$ cat src/rtl/bist_pkg.sv
// rtl/bist_pkg.sv - March C- element tables, FSM states and background patterns
package bist_pkg;

  typedef enum logic [2:0] {
    M0 = 3'd0,
    M1 = 3'd1,
    M2 = 3'd2,
    M3 = 3'd3,
    M4 = 3'd4,
    M5 = 3'd5
  } march_elem_t;

  typedef enum logic [2:0] {
    S_IDLE  = 3'd0,
    S_WR    = 3'd1,
    S_RD    = 3'd2,
    S_RWAIT = 3'd3,
    S_CMP   = 3'd4,
    S_DONE  = 3'd5
  } bist_state_t;

  // Bit i of each table describes element Mi.
  localparam logic [5:0] ELEM_UP     = 6'b100111;
  localparam logic [5:0] ELEM_HAS_RD = 6'b111110;
  localparam logic [5:0] ELEM_HAS_WR = 6'b011111;
  localparam logic [5:0] ELEM_RD_B1  = 6'b010100;
  localparam logic [5:0] ELEM_WR_B1  = 6'b001010;

  // Backgrounds are a single bit replicated across the data width.
  localparam logic BG_B0 = 1'b0;
  localparam logic BG_B1 = 1'b1;

endpackage

$ cat src/rtl/march_addr_gen.sv
// rtl/march_addr_gen.sv - loadable up/down address counter with first/last flags
module march_addr_gen #(
  parameter int ADDR_W = 5
) (
  input  logic              clk,
  input  logic              rst_n,
  input  logic              load,
  input  logic              load_up,
  input  logic              step,
  output logic [ADDR_W-1:0] addr,
  output logic              first,
  output logic              last
);

  localparam logic [ADDR_W-1:0] ADDR_MAX = '1;
  localparam logic [ADDR_W-1:0] ADDR_ONE = {{(ADDR_W-1){1'b0}}, 1'b1};

  logic [ADDR_W-1:0] addr_q, addr_d;
  logic              up_q, up_d;

  always_comb begin
    addr_d = addr_q;
    up_d   = up_q;
    if (load) begin
      up_d   = load_up;
      addr_d = load_up ? '0 : ADDR_MAX;
    end else if (step) begin
      addr_d = up_q ? (addr_q + ADDR_ONE) : (addr_q - ADDR_ONE);
    end
  end

  always_ff @(posedge clk) begin
    if (!rst_n) begin
      addr_q <= '0;
      up_q   <= 1'b1;
    end else begin
      addr_q <= addr_d;
      up_q   <= up_d;
    end
  end

  assign addr  = addr_q;
  assign first = up_q ? (addr_q == '0) : (addr_q == ADDR_MAX);
  assign last  = up_q ? (addr_q == ADDR_MAX) : (addr_q == '0);

endmodule

$ cat src/rtl/ram_march_bist.sv
// rtl/ram_march_bist.sv - March C- BIST initiator for one RAM port
// BIST_ERR_CNT_EN: count every mismatch and run to completion instead of aborting.
module ram_march_bist
  import bist_pkg::*;
#(
  parameter int ADDR_W = 5,
  parameter int DATA_W = 8,
  parameter int RD_LAT = 1
) (
  input  logic              clk,
  input  logic              rst_n,
  input  logic              start,
  output logic              busy,
  output logic              done,
  output logic              pass,
  output logic [2:0]        fail_elem,
  output logic [ADDR_W-1:0] fail_addr,
  output logic [DATA_W-1:0] fail_exp,
  output logic [DATA_W-1:0] fail_act,
  output logic              ram_cs,
  output logic              ram_wr,
  output logic              ram_out_en,
  output logic [ADDR_W-1:0] ram_add,
  output logic [DATA_W-1:0] ram_d_in,
  input  logic [DATA_W-1:0] ram_d_out
`ifdef BIST_ERR_CNT_EN
  ,
  output logic [ADDR_W+2:0] err_cnt
`endif
);

  localparam logic [DATA_W-1:0] PAT_B0     = {DATA_W{BG_B0}};
  localparam logic [DATA_W-1:0] PAT_B1     = {DATA_W{BG_B1}};
  localparam logic [1:0]        RWAIT_LAST = 2'(RD_LAT - 2);

  bist_state_t       state_q, state_d;
  march_elem_t       elem_q, elem_d, elem_next;
  logic [1:0]        cnt_q, cnt_d;
  logic              pass_q, pass_d;
  logic              fail_seen_q, fail_seen_d;
  logic [2:0]        fail_elem_q, fail_elem_d;
  logic [ADDR_W-1:0] fail_addr_q, fail_addr_d;
  logic [DATA_W-1:0] fail_exp_q, fail_exp_d;
  logic [DATA_W-1:0] fail_act_q, fail_act_d;
`ifdef BIST_ERR_CNT_EN
  localparam logic [ADDR_W+2:0] ERR_MAX = '1;
  localparam logic [ADDR_W+2:0] ERR_ONE = {{(ADDR_W+2){1'b0}}, 1'b1};
  logic [ADDR_W+2:0] err_cnt_q, err_cnt_d;
`endif

  logic              ag_load, ag_load_up, ag_step, ag_last, ag_first_unused;
  logic [ADDR_W-1:0] ag_addr;
  logic [DATA_W-1:0] rd_exp, wr_pat;
  logic              rd_mismatch, advance;

  march_addr_gen #(.ADDR_W(ADDR_W)) u_addr_gen (
    .clk    (clk),
    .rst_n  (rst_n),
    .load   (ag_load),
    .load_up(ag_load_up),
    .step   (ag_step),
    .addr   (ag_addr),
    .first  (ag_first_unused),
    .last   (ag_last)
  );

  assign elem_next   = march_elem_t'(elem_q + 3'd1);
  assign rd_exp      = ELEM_RD_B1[elem_q] ? PAT_B1 : PAT_B0;
  assign wr_pat      = ELEM_WR_B1[elem_q] ? PAT_B1 : PAT_B0;
  assign rd_mismatch = (ram_d_out != rd_exp);

  always_comb begin
    state_d     = state_q;
    elem_d      = elem_q;
    cnt_d       = cnt_q;
    pass_d      = pass_q;
    fail_seen_d = fail_seen_q;
    fail_elem_d = fail_elem_q;
    fail_addr_d = fail_addr_q;
    fail_exp_d  = fail_exp_q;
    fail_act_d  = fail_act_q;
`ifdef BIST_ERR_CNT_EN
    err_cnt_d   = err_cnt_q;
`endif
    ag_load     = 1'b0;
    ag_load_up  = 1'b1;
    ag_step     = 1'b0;
    advance     = 1'b0;

    case (state_q)
      S_IDLE: begin
        if (start) begin
          state_d     = S_WR;
          elem_d      = M0;
          ag_load     = 1'b1;
          ag_load_up  = ELEM_UP[M0];
          pass_d      = 1'b0;
          fail_seen_d = 1'b0;
          fail_elem_d = '0;
          fail_addr_d = '0;
          fail_exp_d  = '0;
          fail_act_d  = '0;
`ifdef BIST_ERR_CNT_EN
          err_cnt_d   = '0;
`endif
        end
      end
      S_WR: advance = 1'b1;
      S_RD: begin
        if (RD_LAT == 1) begin
          state_d = S_CMP;
        end else begin
          state_d = S_RWAIT;
          cnt_d   = 2'd0;
        end
      end
      S_RWAIT: begin
        if (cnt_q == RWAIT_LAST) state_d = S_CMP;
        else                     cnt_d   = cnt_q + 2'd1;
      end
      S_CMP: begin
        if (rd_mismatch && !fail_seen_q) begin
          fail_seen_d = 1'b1;
          fail_elem_d = elem_q;
          fail_addr_d = ag_addr;
          fail_exp_d  = rd_exp;
          fail_act_d  = ram_d_out;
        end
`ifdef BIST_ERR_CNT_EN
        if (rd_mismatch && err_cnt_q != ERR_MAX) err_cnt_d = err_cnt_q + ERR_ONE;
        if (ELEM_HAS_WR[elem_q]) state_d = S_WR;
        else                     advance = 1'b1;
`else
        if (rd_mismatch)              state_d = S_DONE;
        else if (ELEM_HAS_WR[elem_q]) state_d = S_WR;
        else                          advance = 1'b1;
`endif
      end
      S_DONE:  state_d = S_IDLE;
      default: state_d = S_IDLE;
    endcase

    // All ops for the current address are complete: move to the next address or element.
    if (advance) begin
      if (ag_last) begin
        if (elem_q == M5) begin
          state_d = S_DONE;
          pass_d  = !fail_seen_d;
        end else begin
          elem_d     = elem_next;
          ag_load    = 1'b1;
          ag_load_up = ELEM_UP[elem_next];
          state_d    = ELEM_HAS_RD[elem_next] ? S_RD : S_WR;
        end
      end else begin
        ag_step = 1'b1;
        state_d = ELEM_HAS_RD[elem_q] ? S_RD : S_WR;
      end
    end
  end

  always_ff @(posedge clk) begin
    if (!rst_n) begin
      state_q     <= S_IDLE;
      elem_q      <= M0;
      cnt_q       <= '0;
      pass_q      <= 1'b0;
      fail_seen_q <= 1'b0;
      fail_elem_q <= '0;
      fail_addr_q <= '0;
      fail_exp_q  <= '0;
      fail_act_q  <= '0;
`ifdef BIST_ERR_CNT_EN
      err_cnt_q   <= '0;
`endif
    end else begin
      state_q     <= state_d;
      elem_q      <= elem_d;
      cnt_q       <= cnt_d;
      pass_q      <= pass_d;
      fail_seen_q <= fail_seen_d;
      fail_elem_q <= fail_elem_d;
      fail_addr_q <= fail_addr_d;
      fail_exp_q  <= fail_exp_d;
      fail_act_q  <= fail_act_d;
`ifdef BIST_ERR_CNT_EN
      err_cnt_q   <= err_cnt_d;
`endif
    end
  end

  assign busy       = (state_q == S_WR) || (state_q == S_RD) ||
                      (state_q == S_RWAIT) || (state_q == S_CMP);
  assign done       = (state_q == S_DONE);
  assign pass       = pass_q;
  assign fail_elem  = fail_elem_q;
  assign fail_addr  = fail_addr_q;
  assign fail_exp   = fail_exp_q;
  assign fail_act   = fail_act_q;
  assign ram_cs     = busy;
  assign ram_wr     = (state_q == S_WR);
  assign ram_out_en = (state_q == S_RD) || (state_q == S_RWAIT) || (state_q == S_CMP);
  assign ram_add    = ag_addr;
  assign ram_d_in   = (state_q == S_WR) ? wr_pat : '0;
`ifdef BIST_ERR_CNT_EN
  assign err_cnt    = err_cnt_q;
`endif

endmodule

$ cat config.mk
export PLATFORM = sky130hd
export DESIGN_NAME = ram_march_bist
export DESIGN_NICKNAME = d
export VERILOG_FILES = /design/src/rtl/bist_pkg.sv /design/src/rtl/march_addr_gen.sv /design/src/rtl/ram_march_bist.sv
export SDC_FILE = /design/constraint.sdc
export NUM_CORES = 1
export LEC_CHECK = 0
export BUFFER_PORTS_ARGS = -buffer_cell sky130_fd_sc_hd__buf_2
export CORE_ASPECT_RATIO = 0.8
export CORE_MARGIN = 2
export CORE_UTILIZATION = 47
export DETAILED_ROUTE_END_ITERATION = 8
export PLACE_DENSITY = 0.8
export SYNTH_ARGS = -nofsm -noshare
export SYNTH_HDL_FRONTEND = slang
export SYNTH_SLANG_ARGS = --single-unit
$ cat constraint.sdc
create_clock -name clk -period 2.1 [get_ports clk]
set_input_delay 0 -clock clk [delete_from_list [all_inputs] [get_ports clk]]
set_output_delay 0 -clock clk [all_outputs]
set_load 0.02 [all_outputs]
; ---- After elaboration in Yosys (flattened, before gate mapping)
; Memory sizes are Yosys's and may differ from the RTL's. A register that Yosys moved wholly into a read port is not among the register bits.
; Index checks and enable logic that the tools add are counted.
; Widths: inputs -> output; s select.
[classes]
muxes = 65
reduce_logical = 15
magnitude_cmp = 2
add_sub_neg = 4
n_eq_ne = 15
bitwise = 1
[ops]
columns = cell, count
row1 = $mux 3, 18
row2 = $mux 8, 6
row3 = $pmux 8 s2, 2
row4 = $mux 5, 6
row5 = $mux 1, 26
row6 = $pmux 3 s5, 1
row7 = $pmux 5 s2, 1
row8 = $eq 3x3->1 const B, 3
row9 = $lt 3x4->1 const B, 2
row10 = $ne 8x8->1, 1
row11 = $eq 3x2->1 const B, 2
row12 = $ne 3x3->1 const B, 2
row13 = $pmux 3 s2, 1
row14 = $add 5x1->5 const B, 1
row15 = $eq 5x5->1 const B, 1
row16 = $logic_not 5->1, 1
row17 = $logic_or 1x1->1, 5
row18 = $sub 5x1->5 const B, 1
row19 = $mux 2, 2
row20 = $ne 2x2->1 const B, 2
row21 = $ne 4x4->1 const B, 1
row22 = $pmux 1 s2, 2
row23 = $reduce_and 4->1, 1
row24 = $reduce_bool 2->1, 2
row25 = other kinds (11), 12
[totals]
output_inout_bits = 43
elab_cells = 119
ff_bits = 40
rom_bits = 48
n_memories = 6
input_bits = 11
[memory_table]
columns = memory, words, word_bits, read_ports, rd_clocked_by_memory_dff, write_ports, line_no
row1 = (no name shown), 8, 1, 1, 1, 0, ram_march_bist.sv:157  ; state_d = ELEM_HAS_RD[elem_q] ? S_RD : S_WR;
row2 = (no name shown), 8, 1, 1, 0, 0, ram_march_bist.sv:153  ; state_d = ELEM_HAS_RD[elem_next] ? S_RD : S_WR;
row3 = (no name shown), 8, 1, 1, 0, 0, ram_march_bist.sv:152  ; ag_load_up = ELEM_UP[elem_next];
row4 = (no name shown), 8, 1, 1, 1, 0, ram_march_bist.sv:135  ; else if (ELEM_HAS_WR[elem_q]) state_d = S_WR;
row5 = (no name shown), 8, 1, 1, 1, 0, ram_march_bist.sv:69  ; assign wr_pat = ELEM_WR_B1[elem_q] ? PAT_B1 : PAT_B0;
row6 = (no name shown), 8, 1, 1, 1, 0, ram_march_bist.sv:68  ; assign rd_exp = ELEM_RD_B1[elem_q] ? PAT_B1 : PAT_B0;

; ---- Longest topological paths before layout
; Gate-level depths: netlist of run 1.
[logic_depth]
ltp_word = 11
mapped_depth = 8
mapped_depth_nobuf = 7

; ---- By module
; From an unflattened synthesis of run 1, not the netlist that was laid out.
[unflattened]
cells_unflattened = 257
hier_area_um2 = 2128.3
[by_module_without_submodules]
columns = module, area_each_um2, cells_each, seq_area_each_um2, n_inst
row1 = ram_march_bist, 1689.1, 204, 620.6, 1
row2 = march_addr_gen, 439.2, 53, 120.1, 1

; ---- Worst setup path after synthesis of run 1
; Ideal clock, no wire load.
[synth_timing]
path_type = reg2reg
startpoint = register state_q[2]
endpoint = register rd_exp[0] (netlist name)
n_path_buf = 2
required_ns = 2.014
period_less_slack_ns = 2.078
setup_time_ns = 0.086
path_stages_with_launch = 9
slack_ns = 0.022
t_arrival_ns = 1.992
cell_sequence = dfxtp_1 buf_4 or3b_4 nor3b_2 a32oi_2 a21oi_2 buf_6 mux2_2 a211oi_1
[synth_rtl]
columns = item, line_no
row1 = start: declaration, ram_march_bist.sv:36  ; bist_state_t state_q, state_d;
row2 = start signal: assignment, ram_march_bist.sv:177  ; state_q <= state_d;

; ---- Worst setup path after layout of run 1
[layout_timing]
startpoint = register elem_q[0]
endpoint = register u_addr_gen.addr_q[3] (netlist: u_addr_gen.addr[3])
[layout_via]
elab_chain_cells = 8
word_cells_on_any_way = 13
cone_classes = add/sub (1) / eq/ne (1) / mux (9) / reduce/logical (1) / memory (1)
[layout_rtl]
columns = item, line_no
row1 = start: declaration, ram_march_bist.sv:37  ; march_elem_t elem_q, elem_d, elem_next;
row2 = start signal: assignment, ram_march_bist.sv:178  ; elem_q <= elem_d;
row3 = $add 3x1->3, ram_march_bist.sv:67  ; assign elem_next = march_elem_t'(elem_q + 3'd1);
row4 = $mem_v2 8x1, --
row5 = $mux 1 (not written as such), ram_march_bist.sv:152
row6 = $mux 1, ram_march_bist.sv:146  ; if (elem_q == M5) begin
row7 = $mux 1, ram_march_bist.sv:145  ; if (ag_last) begin
row8 = $mux 1, ram_march_bist.sv:144  ; if (advance) begin
row9 = $mux 5, march_addr_gen.sv:26  ; addr_d = load_up ? '0 : ADDR_MAX;
row10 = $mux 5, march_addr_gen.sv:24  ; if (load) begin
row11 = end signal: assignment, march_addr_gen.sv:37  ; addr_q <= addr_d;
row12 = end: declaration, march_addr_gen.sv:18  ; logic [ADDR_W-1:0] addr_q, addr_d;
; Several ways; a longest one is shown, not always the timed one. The select of a mux whose other input is x is not followed.
; A chain may end at the register's enable or synchronous reset.

==> results of run 1 <==
[timing repair]
action	in CTS	in global routing
hold endpoints to repair	8	0
setup buffers	0	0
gates resized for setup	0	1
setup endpoints to repair	0	3
hold buffers	8	0
[worst max path at each step]
stage	slack [ps]	endpoint
final	70	u_addr_gen.addr[3]$_SDFFE_PN0P_
after floorplan	20	rd_exp[0]$_DFF_P_
after CTS	90	u_addr_gen.addr[3]$_SDFFE_PN0P_
after global placement	150	u_addr_gen.addr[3]$_SDFFE_PN0P_
after detailed placement	130	u_addr_gen.addr[3]$_SDFFE_PN0P_
after global routing	10	u_addr_gen.addr[3]$_SDFFE_PN0P_
[cell usage in the layout (no fill, tap or decap), types with 2 or more instances in the layout]
| cell type | synthesis | layout |
|---|---|---|
| a211oi_1 | 2 | 2 |
| nor3b_1 | 3 | 2 |
| buf_2 | 2 | 53 |
| nand4_1 | 2 | 2 |
| nor2_1 | 14 | 14 |
| xor2_1 | 2 | 2 |
| a21oi_1 | 24 | 24 |
| a211o_1 | 3 | 3 |
| o21a_1 | 2 | 2 |
| clkbuf_8 | 1 | 5 |
| ha_1 | 8 | 8 |
| dlygate4sd3_1 | 1 | 8 |
| nand2_1 | 30 | 30 |
| o221a_2 | 5 | 5 |
| nand3_1 | 18 | 18 |
| buf_4 | 17 | 14 |
| mux2i_1 | 3 | 3 |
| o21ai_0 | 2 | 2 |
| and2_1 | 2 | 2 |
| dfxtp_1 | 37 | 37 |
| inv_1 | 5 | 5 |
| and3_1 | 2 | 2 |
| a21o_1 | 2 | 2 |
| mux2_2 | 2 | 2 |
| nor3_1 | 10 | 10 |
| xnor2_1 | 3 | 3 |
[flip-flops by register name, indices dropped and copies added (netlist names), named ones only]
| register | flops |
|---|---|
| pass | 1 |
| fail_seen_q | 1 |
| fail_elem | 3 |
| fail_addr | 5 |
| cnt_q | 2 |
| rd_exp | 1 |
| u_addr_gen.addr | 5 |
| fail_act | 8 |
| u_addr_gen.up_q | 1 |
| elem_q | 3 |
| wr_pat | 1 |
| state_q | 3 |
| fail_exp | 1 |
[routing by layer]
| layer | GRT usage | vias to the layer above | routed length (µm) |
|---|---|---|---|
| li1 | - | 936 | - |
| met4 | 0.0536 | 0 | 41 |
| met5 | 0 | - | 0 |
| met1 | 0.274 | 895 | 2210 |
| met3 | 0.0573 | 6 | 364 |
| met2 | 0.329 | 80 | 2220 |
[metrics by stage]
stage	hold WS [ps]	power (mW)	instance area (µm²)	utilization	worst slack, ps
final	5.07	1.53	2500	0.598	66.8
after global routing	26.9	1.58	2500	0.598	11.9
after CTS	1.33	1.53	2490	0.597	94.7
after detailed placement	288	0.906	2300	0.551	131
after global placement	285	0.904	2300	0.551	148
after floorplan	152	0.850	2050	-	22.2
[where the power goes]
| part | total (mW) | internal (mW) | switching [mW] | leakage (nW) |
|---|---|---|---|---|
| registers | 0.729 | 0.712 | 0.0176 | 0.299 |
| clock network | 0.625 | 0.356 | 0.269 | 0.0585 |
| logic | 0.174 | 0.0709 | 0.103 | 0.820 |
| total | 1.53 | 1.14 | 0.390 | 1.18 |
[kinds of logic (layout without fill, tap and decap cells)]
logic type / after synthesis / after routing / synth area share
AND/OR/NAND/NOR: 91 / 91 / 0.223
buffers and inverters: 32 / 88 / 0.104
AO/OA/AOI/OAI: 56 / 56 / 0.205
adder cells (fa/ha/maj): 9 / 9 / 0.0586
multiplexers: 5 / 5 / 0.0256
flip-flops: 37 / 37 / 0.361
XOR/XNOR: 5 / 5 / 0.0214
[critical path: stages, from the launching register on]
cell and delay [ps]:
dfxtp_1 320, ha_1 190, ha_1 320, mux2_2 340, nand2_1 70, a211oi_1 60
a211o_1 320, o221a_2 300
[final cells by class]
class | count | area (µm²)
timing repair buffer | 75 | 450
fill | 370 | 1680
clock inverter | 3 | 43.8
multi-input combinational | 166 | 1110
tap | 57 | 71.3
clock buffer | 5 | 68.8
inverter | 5 | 18.8
sequential | 37 | 741
==> metrics.md, run 1 <==
| Metric | Value |
|---|---|
| Overall routed net length | slightly below 5000 µm |
| Layout Area Growth over Synthesis | 22.0% |
| Bufs on Longest Clock Path | 2 |
| Cell with the most instances after synthesis | dfxtp_1 |
| Startpoint of the lowest-slack register-to-register path | elem_q[0]$_SDFF_PN0_ |
| Setup repair after global routing missed its margin | false |
| Largest voltage drop on the vdd net | 0.000330 V |
| Number of detailed-routing iterations run before antenna repair | 4 |
| Final clock period utilization by the worst path | 0.968 |
| Largest cells by area after synthesis | dfxtp_1, buf_4, a21oi_1, nand2_1, ha_1 |
| FFs w/ async S/R, synth | 0 |
| Worst EP required | between 2000 and 2500 ps |
| Maximum number of pins on one net before global-route repair | 25 |
| Synth warnings | 0 |
| First-pass GRT wire length | 8110 µm |
| Die width | 77.8 µm |
| Worst hold path class | input port to register |
| Mean number of vias per cell | 5.51 |
| Share of the synthesized area in the top cell type | 0.361 |
| Number of antenna violations at the first check in global routing | 0 |
| Leakage power of the design | 1.18 nW |
| Number of top-level design ports | 54 |
| Antenna Nets Post-Route | 0 |
| Gate count of the mapped netlist | 235 |
| CTS tree | built |
| WL per Instance | around 14 µm |
| Number of vias in the routed layout | 1917 |
| Placeable core area | 4180 µm² |
| Worst Hold Endpoint | fail_act[7]$_SDFFE_PN0P_ |
| Iteration-0 DRC count of the detailed router | 108 |
| Post-Synthesis Mean Instance Area | 8.72 µm² |
| Non-filler cells, final | 348 |
| Die outline area | roughly 5000 µm² |
| Post-synthesis instance area | 2050 µm² |
| H-tree levels | 2 |
| Top cell type by total area after synthesis | dfxtp_1 |
| Final net count | 310 |
| Startpoint type of the worst setup path | register |
| Maximum operating frequency | around 500 MHz |
| Crit Path Class | register to register |
| Number of enable-type register cells in the synthesized netlist | 0 |
| Number of remaining DRC errors | 0 |
| Layout cell share with drive strength beyond 1 | 0.337 |
| Power Dens Cells | 611 nW/µm² |
| Number of violations of the max-capacitance limit | 0 |
| Number of slew-limit violations in the final report | 0 |
| Result of the run | finished, final reports clean |
| Placement row count | 21 |
| Via count of the first global-routing pass | 1747 |
| Clock root buffer | clkbuf_8 |
| Yosys reg bits | 37 |
| Final hold vios | 0 |
| Detailed placer's ending HPWL | 3360 µm |
| CP Data Arrival Time | 2220 ps |
| Height of the chip | 63.1 µm |
| Logic depth of the worst register-to-register path | 7 |
| Count of distinct cell types in the synthesized netlist | 56 |
| Setup crit start | elem_q[0]$_SDFF_PN0_ |
| Endpoint class of the critical path | register |
| Port Buffer Count | 53 |
| Hold path startpoint | ram_d_out[7] |
| GR Overflow Total | 0 |
| Overall Global Routing Usage | 0.206 |
| Synthesized netlist net count | 255 |
| Initial Util | 0.491 |
| Last weighted congestion value of the routability-driven placer | 0.874 |
| Insertion delay to the later sink of the worst-skew pair | 290 ps |
| Tightest Pin Transition | 635 ps |
| Post-layout min period | 2030 ps |
| Worst rel slew slack | 0.576 |
| Clock sink total | 37 |
| Inserted Clock Buffers | 5 |
| Number of failing setup endpoints in the final timing report | 0 |
| Hold Path Depth | 3 |
| Reg-to-reg slack, setup | between 60 and 70 ps |
| Ranking of synthesized cells by instance count | dfxtp_1, nand2_1, a21oi_1, nand3_1, buf_4 |
| Capture point of the worst reg-to-reg path | u_addr_gen.addr[3]$_SDFFE_PN0P_ |
| Most used flip-flop cell after synthesis | dfxtp_1 |
| Final setup TNS | 0 ps |
| Worst-path maximum fanout | 5 |
| Clock input transition at the sequential cells of the worst setup and hold paths | 70 ps |
| Ant diodes | 0 |
| Placed insts | 332 |
| Fraction of the yosys area taken by sequential cells | 0.361 |
| Setup Skew | approximately 6.3 ps |
No activity file was read; power rests on OpenSTA's default activity.
==> run 2: changes to the inputs <==
- CELL_PAD_IN_SITES_DETAIL_PLACEMENT: unset -> 0
- CELL_PAD_IN_SITES_GLOBAL_PLACEMENT: unset -> 1
- CORE_UTILIZATION: 47 -> 35
- MAX_ROUTING_LAYER: unset -> met4
- PLACE_DENSITY: 0.8 -> 0.81
==> metrics.md, run 2 (synthesized netlist as in run 1, its figures left out) <==
| Metric | Value |
|---|---|
| Result of the run | finished, final reports clean |
| Placement row count | 24 |
| Worst hold path class | input port to register |
| CP Data Arrival Time | 2190 ps |
| Tightest Pin Transition | 596 ps |
| Placeable core area | 5560 µm² |
| Power Dens Cells | 634 nW/µm² |
| Power share of the sequential group | 0.440 |
| Commonest non-fill, non-tap cells in the layout | buf_2, dfxtp_1, nand2_1 |
| Hold path startpoint | ram_d_out[2] |
| Final clock period utilization by the worst path | 0.954 |
| Iteration-0 DRC count of the detailed router | between 100 and 150 |
| Number of top-level design ports | 54 |
| Endpoint class of the critical path | register |
| Setup repair after global routing missed its margin | false |
| Leakage power of the design | 1.21 nW |
| Bufs and invs on worst path | 0 |
| Die width | roughly 90 µm |
| Number of slew-limit violations in the final report | 0 |
| CTS tree | built |
| Mean number of vias per cell | 5.04 |
| Setup crit start | state_q[0]$_SDFFE_PN0P_ |
| GR Overflow Total | 0 |
| Number of antenna violations at the first check in global routing | 0 |
| Capture point of the worst reg-to-reg path | u_addr_gen.addr[3]$_SDFFE_PN0P_ |
| Die outline area | 6490 µm² |
| Port Buffer Count | 53 |
| Largest voltage drop on the vdd net | ~0.00024 V |
| Commonest non-fill, non-tap cell in the layout | buf_2 |
| Number of remaining DRC errors | 0 |
| Layout Area Growth over Synthesis | 27.6% |
| Final hold vios | 0 |
| Layout cell share with drive strength beyond 1 | 0.360 |
| Number of violations of the max-capacitance limit | 0 |
| Maximum number of pins on one net before global-route repair | 25 |
| Comb power frac | 0.105 |
| Startpoint of the lowest-slack register-to-register path | state_q[0]$_SDFFE_PN0P_ |
| Startpoint type of the worst setup path | register |
| Final net count | 311 |
| Max stage delay cell, worst path | or3b_4 |
| Number of detailed-routing iterations run before antenna repair | 4 |
| Clock root buffer | clkbuf_8 |
| First-pass GRT wire length | 7960 µm |
| Worst slack on hold paths | 3.70 ps |
| Sw frac | 0.241 |
| Insertion delay to the later sink of the worst-skew pair | roughly 290 ps |
| Ant diodes | 0 |
| WL per Instance | 13.7 µm |
| Logic depth of the worst register-to-register path | 6 |
| Crit path capture | u_addr_gen.addr[3]$_SDFFE_PN0P_ |
| Initial Util | 0.369 |
| Max reg flops | 8 |
| Post-layout min period | 2000 ps |
| Post-Route Utilization | 0.471 |
| Last weighted congestion value of the routability-driven placer | 0.872 |
| Psw | approximately 400 µW |
| Final std cell area, no fill | between 2000 and 3000 µm² |
| Family with the most delay on the worst path | compound AO/OA/AOI/OAI gates |
| Internal Power | 1.26 mW |
| Height of the chip | 72.4 µm |
| Detailed placer's ending HPWL | 3580 µm |
| Worst EP required | 2290 ps |
| Cell-by-cell trace of the critical path | or3b_4, nor3b_4, a32o_2, nor2_2, a211o_1, o221a_2 |
| Clock sink total | 37 |
| Final setup TNS | 0 ps |
| H-tree levels | 2 |
| Worst rel slew slack | 0.602 |
| Stage delay of the slowest cell on the critical path | roughly 430 ps |
| Setup Skew | between 4 and 5 ps |
| Area of placed instances | between 2000 and 2500 µm² |
| Reg-to-reg slack, setup | 100 ps |
| Antenna Nets Post-Route | 0 |
| Via count of the first global-routing pass | around 1.6k |
| Maximum operating frequency | 499 MHz |
| Hold Path Depth | 3 |
| Overall Global Routing Usage | 0.163 |
| Crit Path Class | register to register |
| Clock input transition at the sequential cells of the worst setup and hold paths | 80 ps |
| Overall routed net length | 5060 µm |
| Post-layout power | 1.66 mW |
| Number of failing setup endpoints in the final timing report | 0 |
| Clk network pwr share | 0.454 |
| Worst-path maximum fanout | 5 |
| Inserted Clock Buffers | 5 |
| Fill cell instance count of the final layout | 570 |
| Number of vias in the routed layout | 1863 |
| CP Depth | 6 |
| Bufs on Longest Clock Path | 2 |
==> run 2: changes by cell type in the layout (fill, tap and decap cells not counted), sizes merged <==
| cell | change |
|---|---|
| buf | +2 |
| dlygate4sd3 | -2 |
| bufinv | +1 |
| clkinv | -1 |
| dlymetal6s4s | +1 |
==> run 2: repair_timing <==
action | CTS | global route
hold endpoints to repair | 7 | 0
setup buffers | 0 | 2
gates resized for setup | 0 | 10
endpoints found under the setup margin | 0 | 9
hold buffers | 7 | 0
==> run 2: layout make-up <==
| type | count | area (µm²) | area share |
|---|---|---|---|
| Timing Repair Buffer | 76 | 473 | 0.181 |
| Clock buffer | 5 | 68.8 | 0.0263 |
| Multi-Input combinational cell | 166 | 1150 | 0.439 |
| Clock inverter | 3 | 68.8 | 0.0263 |
| Tap cell | 78 | 97.6 | 0.0373 |
| Inverter | 5 | 18.8 | 0.00718 |
| Sequential cell | 37 | 741 | 0.283 |
==> run 2: worst reg2reg max path: stages, from the launching register on <==
cell and delay (ps):
dfxtp_1 320, or3b_4 430, nor3b_4 250, a32o_2 180, nor2_2 70, a211o_1 360
o221a_2 300
==> run 2: per-layer routing <==
layer  vias up  share of wire  global-route usage
met2        53           0.43               0.225
met1       862           0.51               0.237
met5         -              0                   -
li1        942              -                   -
met4         0         0.0055              0.0398
met3         6          0.054              0.0410
==> run 2: metrics by stage <==
stage	cells	worst slack, ps
after floorplan	235	22.2
after global placement	354	150
after detailed placement	354	140
after CTS	369	30.2
after global routing	370	22.2
final	370	95.8
==> run 2: worst min-delay path by stage <==
stage,slack (ps),end
2_1_floorplan,150,fail_act[0]$_SDFFE_PN0P_
3_3_place_gp,280,fail_act[1]$_SDFFE_PN0P_
3_5_place_dp,290,fail_act[6]$_SDFFE_PN0P_
4_1_cts,1,fail_act[2]$_SDFFE_PN0P_
5_1_grt,9,fail_act[2]$_SDFFE_PN0P_
6_report,4,fail_act[2]$_SDFFE_PN0P_
==> run 2: power by group through the flow <==
stage / Sequential, mW / Clock [mW] / Combinational [mW]
after global routing: 0.734 / 0.803 / 0.190
after global placement: 0.748 / 0 / 0.159
after detailed placement: 0.748 / 0 / 0.161
final: 0.731 / 0.754 / 0.174
after floorplan: 0.755 / 0 / 0.0952
after CTS: 0.731 / 0.766 / 0.172
